### src/rtl/seq_serializer.sv
// Parallel-in, serial-out stage feeding the sequence detector: WIDTH-bit words in via
// valid/ready, MSB-first bits out framed by dout_valid/dout_last. Optional macro SER_PARITY_EN
// appends an even-parity bit to every frame.
module seq_serializer #(
    parameter int WIDTH = 8
) (
    input  logic             clk,
    input  logic             rst,
    input  logic [WIDTH-1:0] data_in,
    input  logic             load_valid,
    output logic             load_ready,
    output logic             dout,
    output logic             dout_valid,
    output logic             dout_last,
    output logic             busy
);

`ifdef SER_PARITY_EN
    localparam int FRAME = WIDTH + 1;
`else
    localparam int FRAME = WIDTH;
`endif
    localparam int CNT_W = $clog2(WIDTH + 1);
    localparam logic [CNT_W-1:0] CNT_LAST = CNT_W'(FRAME - 1);

    typedef enum logic {
        ST_IDLE  = 1'b0,
        ST_SHIFT = 1'b1
    } state_t;

    state_t           state_q, state_d;
    logic [FRAME-1:0] shreg_q, shreg_d;
    logic [CNT_W-1:0] cnt_q, cnt_d;
    logic             dout_q, dout_d;
    logic             dout_valid_q, dout_valid_d;
    logic             dout_last_q, dout_last_d;
    logic             busy_q, busy_d;
    logic             accept;
    logic             shift_on;

    // The whole frame, including the optional parity bit, is loaded at once so the
    // shift register MSB is always the bit to present next.
    function automatic logic [FRAME-1:0] load_word(input logic [WIDTH-1:0] word);
`ifdef SER_PARITY_EN
        return {word, ^word};
`else
        return word;
`endif
    endfunction

    assign load_ready = (state_q == ST_IDLE) ||
                        ((state_q == ST_SHIFT) && (cnt_q == CNT_LAST));
    assign accept     = load_valid && load_ready;

    always_comb begin
        state_d  = state_q;
        shreg_d  = shreg_q;
        cnt_d    = cnt_q;
        case (state_q)
            ST_IDLE: begin
                if (accept) begin
                    state_d = ST_SHIFT;
                    shreg_d = load_word(data_in);
                    cnt_d   = '0;
                end
            end
            ST_SHIFT: begin
                if (cnt_q == CNT_LAST) begin
                    if (accept) begin
                        shreg_d = load_word(data_in);
                        cnt_d   = '0;
                    end else begin
                        state_d = ST_IDLE;
                        shreg_d = '0;
                        cnt_d   = '0;
                    end
                end else begin
                    shreg_d = {shreg_q[FRAME-2:0], 1'b0};
                    cnt_d   = cnt_q + CNT_W'(1);
                end
            end
            default: begin
                state_d = ST_IDLE;
                shreg_d = '0;
                cnt_d   = '0;
            end
        endcase

        // Outputs are computed from next state so they can be registered without lag.
        shift_on     = (state_d == ST_SHIFT);
        dout_d       = shift_on && shreg_d[FRAME-1];
        dout_valid_d = shift_on;
        dout_last_d  = shift_on && (cnt_d == CNT_LAST);
        busy_d       = shift_on;
    end

    always_ff @(posedge clk) begin
        if (rst) begin
            state_q      <= ST_IDLE;
            shreg_q      <= '0;
            cnt_q        <= '0;
            dout_q       <= 1'b0;
            dout_valid_q <= 1'b0;
            dout_last_q  <= 1'b0;
            busy_q       <= 1'b0;
        end else begin
            state_q      <= state_d;
            shreg_q      <= shreg_d;
            cnt_q        <= cnt_d;
            dout_q       <= dout_d;
            dout_valid_q <= dout_valid_d;
            dout_last_q  <= dout_last_d;
            busy_q       <= busy_d;
        end
    end

    assign dout       = dout_q;
    assign dout_valid = dout_valid_q;
    assign dout_last  = dout_last_q;
    assign busy       = busy_q;

endmodule

### config.mk
export PLATFORM = sky130hd
export DESIGN_NAME = seq_serializer
export DESIGN_NICKNAME = d
export VERILOG_FILES = /design/src/rtl/seq_serializer.sv
export SDC_FILE = /design/constraint.sdc
export NUM_CORES = 1
export LEC_CHECK = 0
export BUFFER_PORTS_ARGS = -buffer_cell sky130_fd_sc_hd__clkbuf_2
export CAP_MARGIN = 20
export CORE_MARGIN = 10
export CORE_UTILIZATION = 30
export CTS_BUF_LIST = sky130_fd_sc_hd__clkbuf_8
export DETAILED_ROUTE_END_ITERATION = 10
export GPL_TIMING_DRIVEN = 0
export PLACE_DENSITY = 0.48
export SYNTH_ARGS = -nofsm -noshare
export SYNTH_HDL_FRONTEND = slang
export SYNTH_SLANG_ARGS = --single-unit
### constraint.sdc
create_clock -name clk -period 2.8 [get_ports clk]
set_clock_uncertainty 0.2 [all_clocks]
set_input_delay 0.14 -clock clk [delete_from_list [all_inputs] [get_ports clk]]
set_output_delay 0.14 -clock clk [all_outputs]
set_load 0.005 [all_outputs]
==> results of run 1 <==
==> through the flow <==
step / hold WS [ps] / cells
after floorplan: 12.1 / 87
after global placement: 202 / 130
after detailed placement: 208 / 130
after CTS: 94.9 / 143
after global routing: 129 / 143
final: 95.1 / 143
==> critical path, stage by stage (launching register included) <==
cell and delay (ps):
dfxtp_1 400, ha_1 160, buf_2 160, and4b_1 190, buf_2 190, nand2_1 70
a311oi_1 260, dlygate4sd3_1 580
==> state kept, by name, summed over array words and instances, names as in the netlist <==
name       count
busy           1
cnt_q          4
dout           1
dout_last      1
shreg_q        7
==> logic make-up (layout without fill, tap and decap cells) <==
family | Yosys count | in the layout | share of synthesized area, %
multiplexers | 1 | 1 | 1.63
adder cells (fa/ha/maj) | 1 | 1 | 1.81
flip-flops | 14 | 14 | 40.6
XOR/XNOR | 1 | 1 | 1.27
AND/OR/NAND/NOR | 36 | 36 | 25.2
buffers and inverters | 11 | 39 | 7.43
AO/OA/AOI/OAI | 23 | 23 | 22.1
==> where the power goes <==
group / internal [mW] / switching [mW]
clock network: 0.0950 / 0.0657
logic: 0.0342 / 0.0320
registers: 0.210 / 0.00798
total: 0.340 / 0.106
==> cells in the mapped netlist <==
cell type	number	area share, %
ha_1	1	1.8
nand2_1	9	4.9
and3b_1	1	1.3
inv_1	2	1.1
inv_2	1	0.54
buf_4	1	1.1
xor2_1	1	1.3
buf_2	5	3.6
nand3b_1	1	1.1
buf_1	1	0.54
or2_1	1	0.91
dfxtp_1	14	41
o21ai_0	8	5.8
a21oi_1	3	2.2
a221oi_1	1	1.3
mux2_2	1	1.6
a311oi_1	6	7.6
or4_1	1	1.1
nand3_1	10	7.2
nor2_1	10	5.4
a211oi_1	1	1.1
a31oi_1	1	0.91
or3_1	1	0.91
clkbuf_1	1	0.54
and4b_1	1	1.4
a22oi_1	3	3.3
and2_1	1	0.91
==> routing by layer <==
| metal | up-vias | track usage [%] | wire length [um] |
|---|---|---|---|
| met1 | 322 | 11.4 | 918 |
| met2 | 19 | 13.1 | 835 |
| met5 | - | 0 | 0 |
| met4 | 0 | 3.02 | 16 |
| met3 | 2 | 4.40 | 122 |
| li1 | 371 | - | - |
==> final timing paths <==
check / start / to / slack, ps / depth (start not counted)
max reg2reg: cnt_q[0] / shreg_q[3] / 540 / 7
min: data_in[7] / dout / 100 / 4
min reg2reg: shreg_q[6] / dout / 280 / 2
max: cnt_q[0] / shreg_q[3] / 540 / 7
==> final cells by class <==
cell class / instances / area share [%]
Buffer: 8 / 4.25
Clock buffer: 3 / 4.38
Inverter: 3 / 1.20
Multi-Input combinational cell: 62 / 38.1
Sequential cell: 14 / 29.7
Tap cell: 28 / 3.72
Timing Repair Buffer: 25 / 18.6
==> timing repair <==
action	CTS	global route
hold buffers	10	0
endpoints found under the hold margin	7	0
resized for setup	0	0
setup buffers	0	0
==> results.yml, run 1 <==
clock_network:
  cts-root-buf: "clkbuf_8"
  cts_buffers: 3
  clkTransAtPathRegs_ps: 50
  cts.sinks: 14
  clockBufferDepth: 2
  clkLatencyLatePin_ps: 240
  htreeDepth: 1
  tritoncts: "built"
placed_design:
  dp.final_hpwl_mm: 1.31
  dpl_cell_area_um2: 801
  numPortBuffers: 15
  gp_congestion: 0.733
  dp_slack_ps: 1100
sta:
  setup_viol_count_final: 0
  maxSlewViolCount: 0
  setup_ws_ps: 540
  fin_crit_ps: 2260
  tightest_slew_ps: 424
  slew_headroom_pct: 71.8
  period_share_pct: 80.7
  fmax_mhz: 442
  rsz0062_at_grt: "no"
  finalSetupTns_ps: 0
  hold_viol: 0
logic_synthesis:
  ys_types: 27
  syn_area_um2: 691
  syn_inst: 87
  yosysWarnings: 0
  yosysSeqAreaShare_pct: 40.6
  ys_seq_elements: 14
  synth_nets: 99
  synth.avg_cell_area_um2: 7.94
route:
  drt-pass1-iter-count: 4
  drtIter0Drc: 28
  vias: 714
  drt-total-wl_mm: 1.89
  drc: 0
  ant_nets: 0
  wl_per_cell_um: 13.2
  vias_per_cell: 4.99
cells_and_area:
  regArea_um2: 280
  nets: 129
  multi_input_area_um2: 359
  syn_to_final_growth_pct: 36.4
  final_core_util_pct: 42.6
  final_common_cell: "clkbuf_2"
  design_area_um2: 942
  drive_gt1_share_pct: 22.6
  mostFrequentLayoutCells: "clkbuf_2, dfxtp_1, nand3_1, nor2_1, dlygate4sd3_1"
  diodes: 0
  n_fill_cell: 235
critical_path:
  crit_type: "reg2reg"
  cp.arrival_ps: 2240
  cp.required_ps: 2780
  cp-end-kind: "register"
  cp_max_fo: 7
  start_kind: "register"
run_status:
  status: "finished, final reports clean"
floorplan:
  dieWidth_um: 68.0
  ios: 16
  core_area_mm2: 0.00221
  die-area_mm2: 0.00462
  start_util_pct: 31.2
  placementRows: 17
  die_y_um: 68.0
power:
  p_leak_nw: 0.393
  fin_total_pwr_uw: 445
  peakVddDrop_uv: 363
  power_density_mw_per_mm2: 473
grt:
  antenna_found_initial: 0
  grt_pass1_wl_mm: 3.20
  track_usage_pct: 9.04
  grt_max_degree: 11
  grt_pass1_vias: 678
  gr-total-overflow: 0
run:
  max_cap_violations: 0
worst_hold_path:
  min-delay-path-class: "in2reg"
(Power assumes the default switching activity.)
==> run 2, diff against run 1 <==
--- a/config.mk
+++ b/config.mk
@@ -5,6 +5,7 @@
 export SDC_FILE = /design/constraint.sdc
 export NUM_CORES = 1
 export LEC_CHECK = 0
+export ABC_AREA = 1
 export BUFFER_PORTS_ARGS = -buffer_cell sky130_fd_sc_hd__clkbuf_2
 export CAP_MARGIN = 20
 export CORE_MARGIN = 10
@@ -12,7 +13,7 @@
 export CTS_BUF_LIST = sky130_fd_sc_hd__clkbuf_8
 export DETAILED_ROUTE_END_ITERATION = 10
 export GPL_TIMING_DRIVEN = 0
-export PLACE_DENSITY = 0.48
+export PLACE_DENSITY = 0.47
 export SYNTH_ARGS = -nofsm -noshare
 export SYNTH_HDL_FRONTEND = slang
 export SYNTH_SLANG_ARGS = --single-unit
==> constraint.sdc (replaced) <==
create_clock -name clk -period 2.1 [get_ports clk]
set_clock_uncertainty 0.2 [all_clocks]
set_input_delay 0.105 -clock clk [delete_from_list [all_inputs] [get_ports clk]]
set_output_delay 0.105 -clock clk [all_outputs]
set_load 0.005 [all_outputs]
==> results.yml, run 2 <==
run_status:
  status: "finished, final reports clean"
logic_synthesis:
  synth_fa_ha_area_share_pct: 1.76
  synthArstFlopShare_pct: 0
  yosysWarnings: 0
  yosysSeqAreaShare_pct: 42.3
  synthMostInstantiatedCell: "nand2_1"
  synthSimpleGateAreaFrac_pct: 33.5
  synth.area.mux_share_pct: 0
  synth_xor_xnor_area_share_pct: 0
  synth.avg_cell_area_um2: 7.17
  synth_edf_count: 0
  netlist.top_cell.by_area: "dfxtp_1"
  synth_ff_type: "dfxtp_1"
  synth_nets: 111
  syn_area_um2: 709
  syn_inst: 99
  synth_compound_area_share_pct: 13.9
  ys_top_cells_by_area: "dfxtp_1, nand2_1, a21oi_1"
  ys_types: 20
  synth_top_family_by_area: "simple AND/OR/NAND/NOR gates"
  ys_seq_elements: 15
  synth_top_area_share_pct: 42.3
  yosys-top-cells-count: "nand2_1, dfxtp_1, a21oi_1, nor2_1"
cells_and_area:
  diodes: 0
  largestRegisters: "shreg_q: 8 flops, cnt_q: 4 flops"
  syn_to_final_growth_pct: 35.4
  drive_gt1_share_pct: 29.9
  mostFrequentLayoutCells: "nand2_1, clkbuf_2, dfxtp_1"
  nets: 140
  largest-register: "shreg_q"
  final_core_util_pct: 43.0
  design_area_um2: 961
  largest_reg_flops: 8
  fin_cells: 155
  final_common_cell: "nand2_1"
placed_design:
  dpl_cell_area_um2: 820
  gp_congestion: 0.811
  placed_cells: 142
  dp.final_hpwl_mm: 1.24
  numPortBuffers: 15
floorplan:
  placementRows: 17
  core_area_mm2: 0.00223
  die_y_um: 68.6
  die-area_mm2: 0.00471
  ios: 16
  start_util_pct: 31.8
  dieWidth_um: 68.6
grt:
  antenna_found_initial: 0
  track_usage_pct: 7.98
  grt_pass1_wl_mm: 2.87
  gr-total-overflow: 0
  grt_max_degree: 11
  grt_pass1_vias: 669
critical_path:
  cp-end-kind: "register"
  path_cells: "ha_2, nand3_2, nand2_2, nand2_2, inv_2, nand2_1, a21oi_1, dlygate4sd3_1"
  cpMaxStageDelayCell: "dlygate4sd3_1"
  crit_buf_inv: 2
  path_common_cell: "nand2_2"
  critPathMaxStageDelay_ps: 550
  start_kind: "register"
  cp.arrival_ps: 1980
  crit_type: "reg2reg"
  cp.required_ps: 2100
  cp_max_fo: 6
  cp_top_family: "buffers and inverters"
clock_network:
  cts_buffers: 3
  clockBufferDepth: 2
  tritoncts: "built"
  cts-root-buf: "clkbuf_8"
  clkLatencyLatePin_ps: 250
  htreeDepth: 1
  cts.sinks: 15
  clkTransAtPathRegs_ps: 70
sta:
  hold_slack_ps: 45.9
  fmax_mhz: 506
  slew_headroom_pct: 77.4
  setup_viol_count_final: 0
  finalSetupTns_ps: 0
  tightest_slew_ps: 338
  hold_viol: 0
  rsz0062_at_grt: "no"
  fin_crit_ps: 1980
  maxSlewViolCount: 0
  period_share_pct: 94.1
power:
  p_leak_nw: 0.456
  power_density_mw_per_mm2: 672
  peakVddDrop_uv: 503
route:
  drc: 0
  wl_per_cell_um: 10.6
  ant_nets: 0
  vias: 699
  drt-pass1-iter-count: 2
  drt-total-wl_mm: 1.65
  vias_per_cell: 4.51
  drtIter0Drc: 28
worst_hold_path:
  min-delay-path-class: "in2reg"
run:
  max_cap_violations: 0
==> run 2: cell count changes after synthesis, moves of 3 or more <==
| cell | previous run | this run |
|---|---|---|
| a21oi_1 | 3 | 11 |
| a22oi_1 | 3 | 0 |
| a311oi_1 | 6 | 0 |
| buf_2 | 5 | 0 |
| inv_1 | 2 | 6 |
| inv_2 | 1 | 5 |
| nand2_1 | 9 | 29 |
| nand3_1 | 10 | 3 |
==> run 2: what timing repair did <==
action | 4_1_cts | 5_1_grt
gates resized for setup | 0 | 3
hold buffers | 9 | 0
endpoints found under the hold margin | 11 | 0
buffers inserted | 0 | 0
endpoints found under the setup margin | 0 | 1
==> run 2: worst register-to-register path: stages (launching register included) <==
cell and delay (ps):
dfxtp_2 370, ha_2 210, nand3_2 110, nand2_2 130, nand2_2 80, inv_2 110, nand2_1 60, a21oi_1 120
dlygate4sd3_1 550
==> run 2: layer usage <==
layer,share of wire (%),up-vias,track usage (%)
met5,0,-,0
met4,0.79,0,2.26
met3,6.3,4,4.19
met2,49,14,12.9
met1,44,309,8.95
li1,-,372,-
==> run 2: through the flow <==
step	power (mW)	setup slack (ps)
after floorplan	0.370	732
final	0.645	123
after detailed placement	0.401	571
after global placement	0.400	597
after CTS	0.658	44.8
after global routing	0.687	4.26
==> run 2: cell type report <==
| cell class | instances | area [um2] |
|---|---|---|
| plain buffers | 2 | 18.8 |
| clock buffers | 3 | 41.3 |
| clock inverters | 1 | 5.00 |
| fillers | 249 | 1270 |
| inverters | 11 | 41.3 |
| multi-input cells | 71 | 352 |
| flip-flops and latches | 15 | 303 |
| well taps | 28 | 35.0 |
| repair buffers | 24 | 165 |
==> run 2: cells by family (layout without fill, tap and decap cells) <==
logic type / Yosys count / in the layout
AND/OR/NAND/NOR: 51 / 51
AO/OA/AOI/OAI: 19 / 19
flip-flops: 15 / 15
buffers and inverters: 13 / 41
adder cells (fa/ha/maj): 1 / 1
==> run 2: power by group <==
| part | switching (mW) | internal (mW) | total, mW |
|---|---|---|---|
| sequential | 0.0114 | 0.301 | 0.313 |
| clock | 0.106 | 0.132 | 0.238 |
| combinational | 0.0486 | 0.0465 | 0.0951 |
==> run 2: worst paths after layout <==
path         startpoint         end  slack [ps]  depth (start not counted)
max reg2reg    cnt_q[0]  shreg_q[0]         120                          8
min          data_in[7]  shreg_q[7]          50                          5
min reg2reg  shreg_q[6]  shreg_q[7]         300                          2
max            cnt_q[0]  shreg_q[0]         120                          8
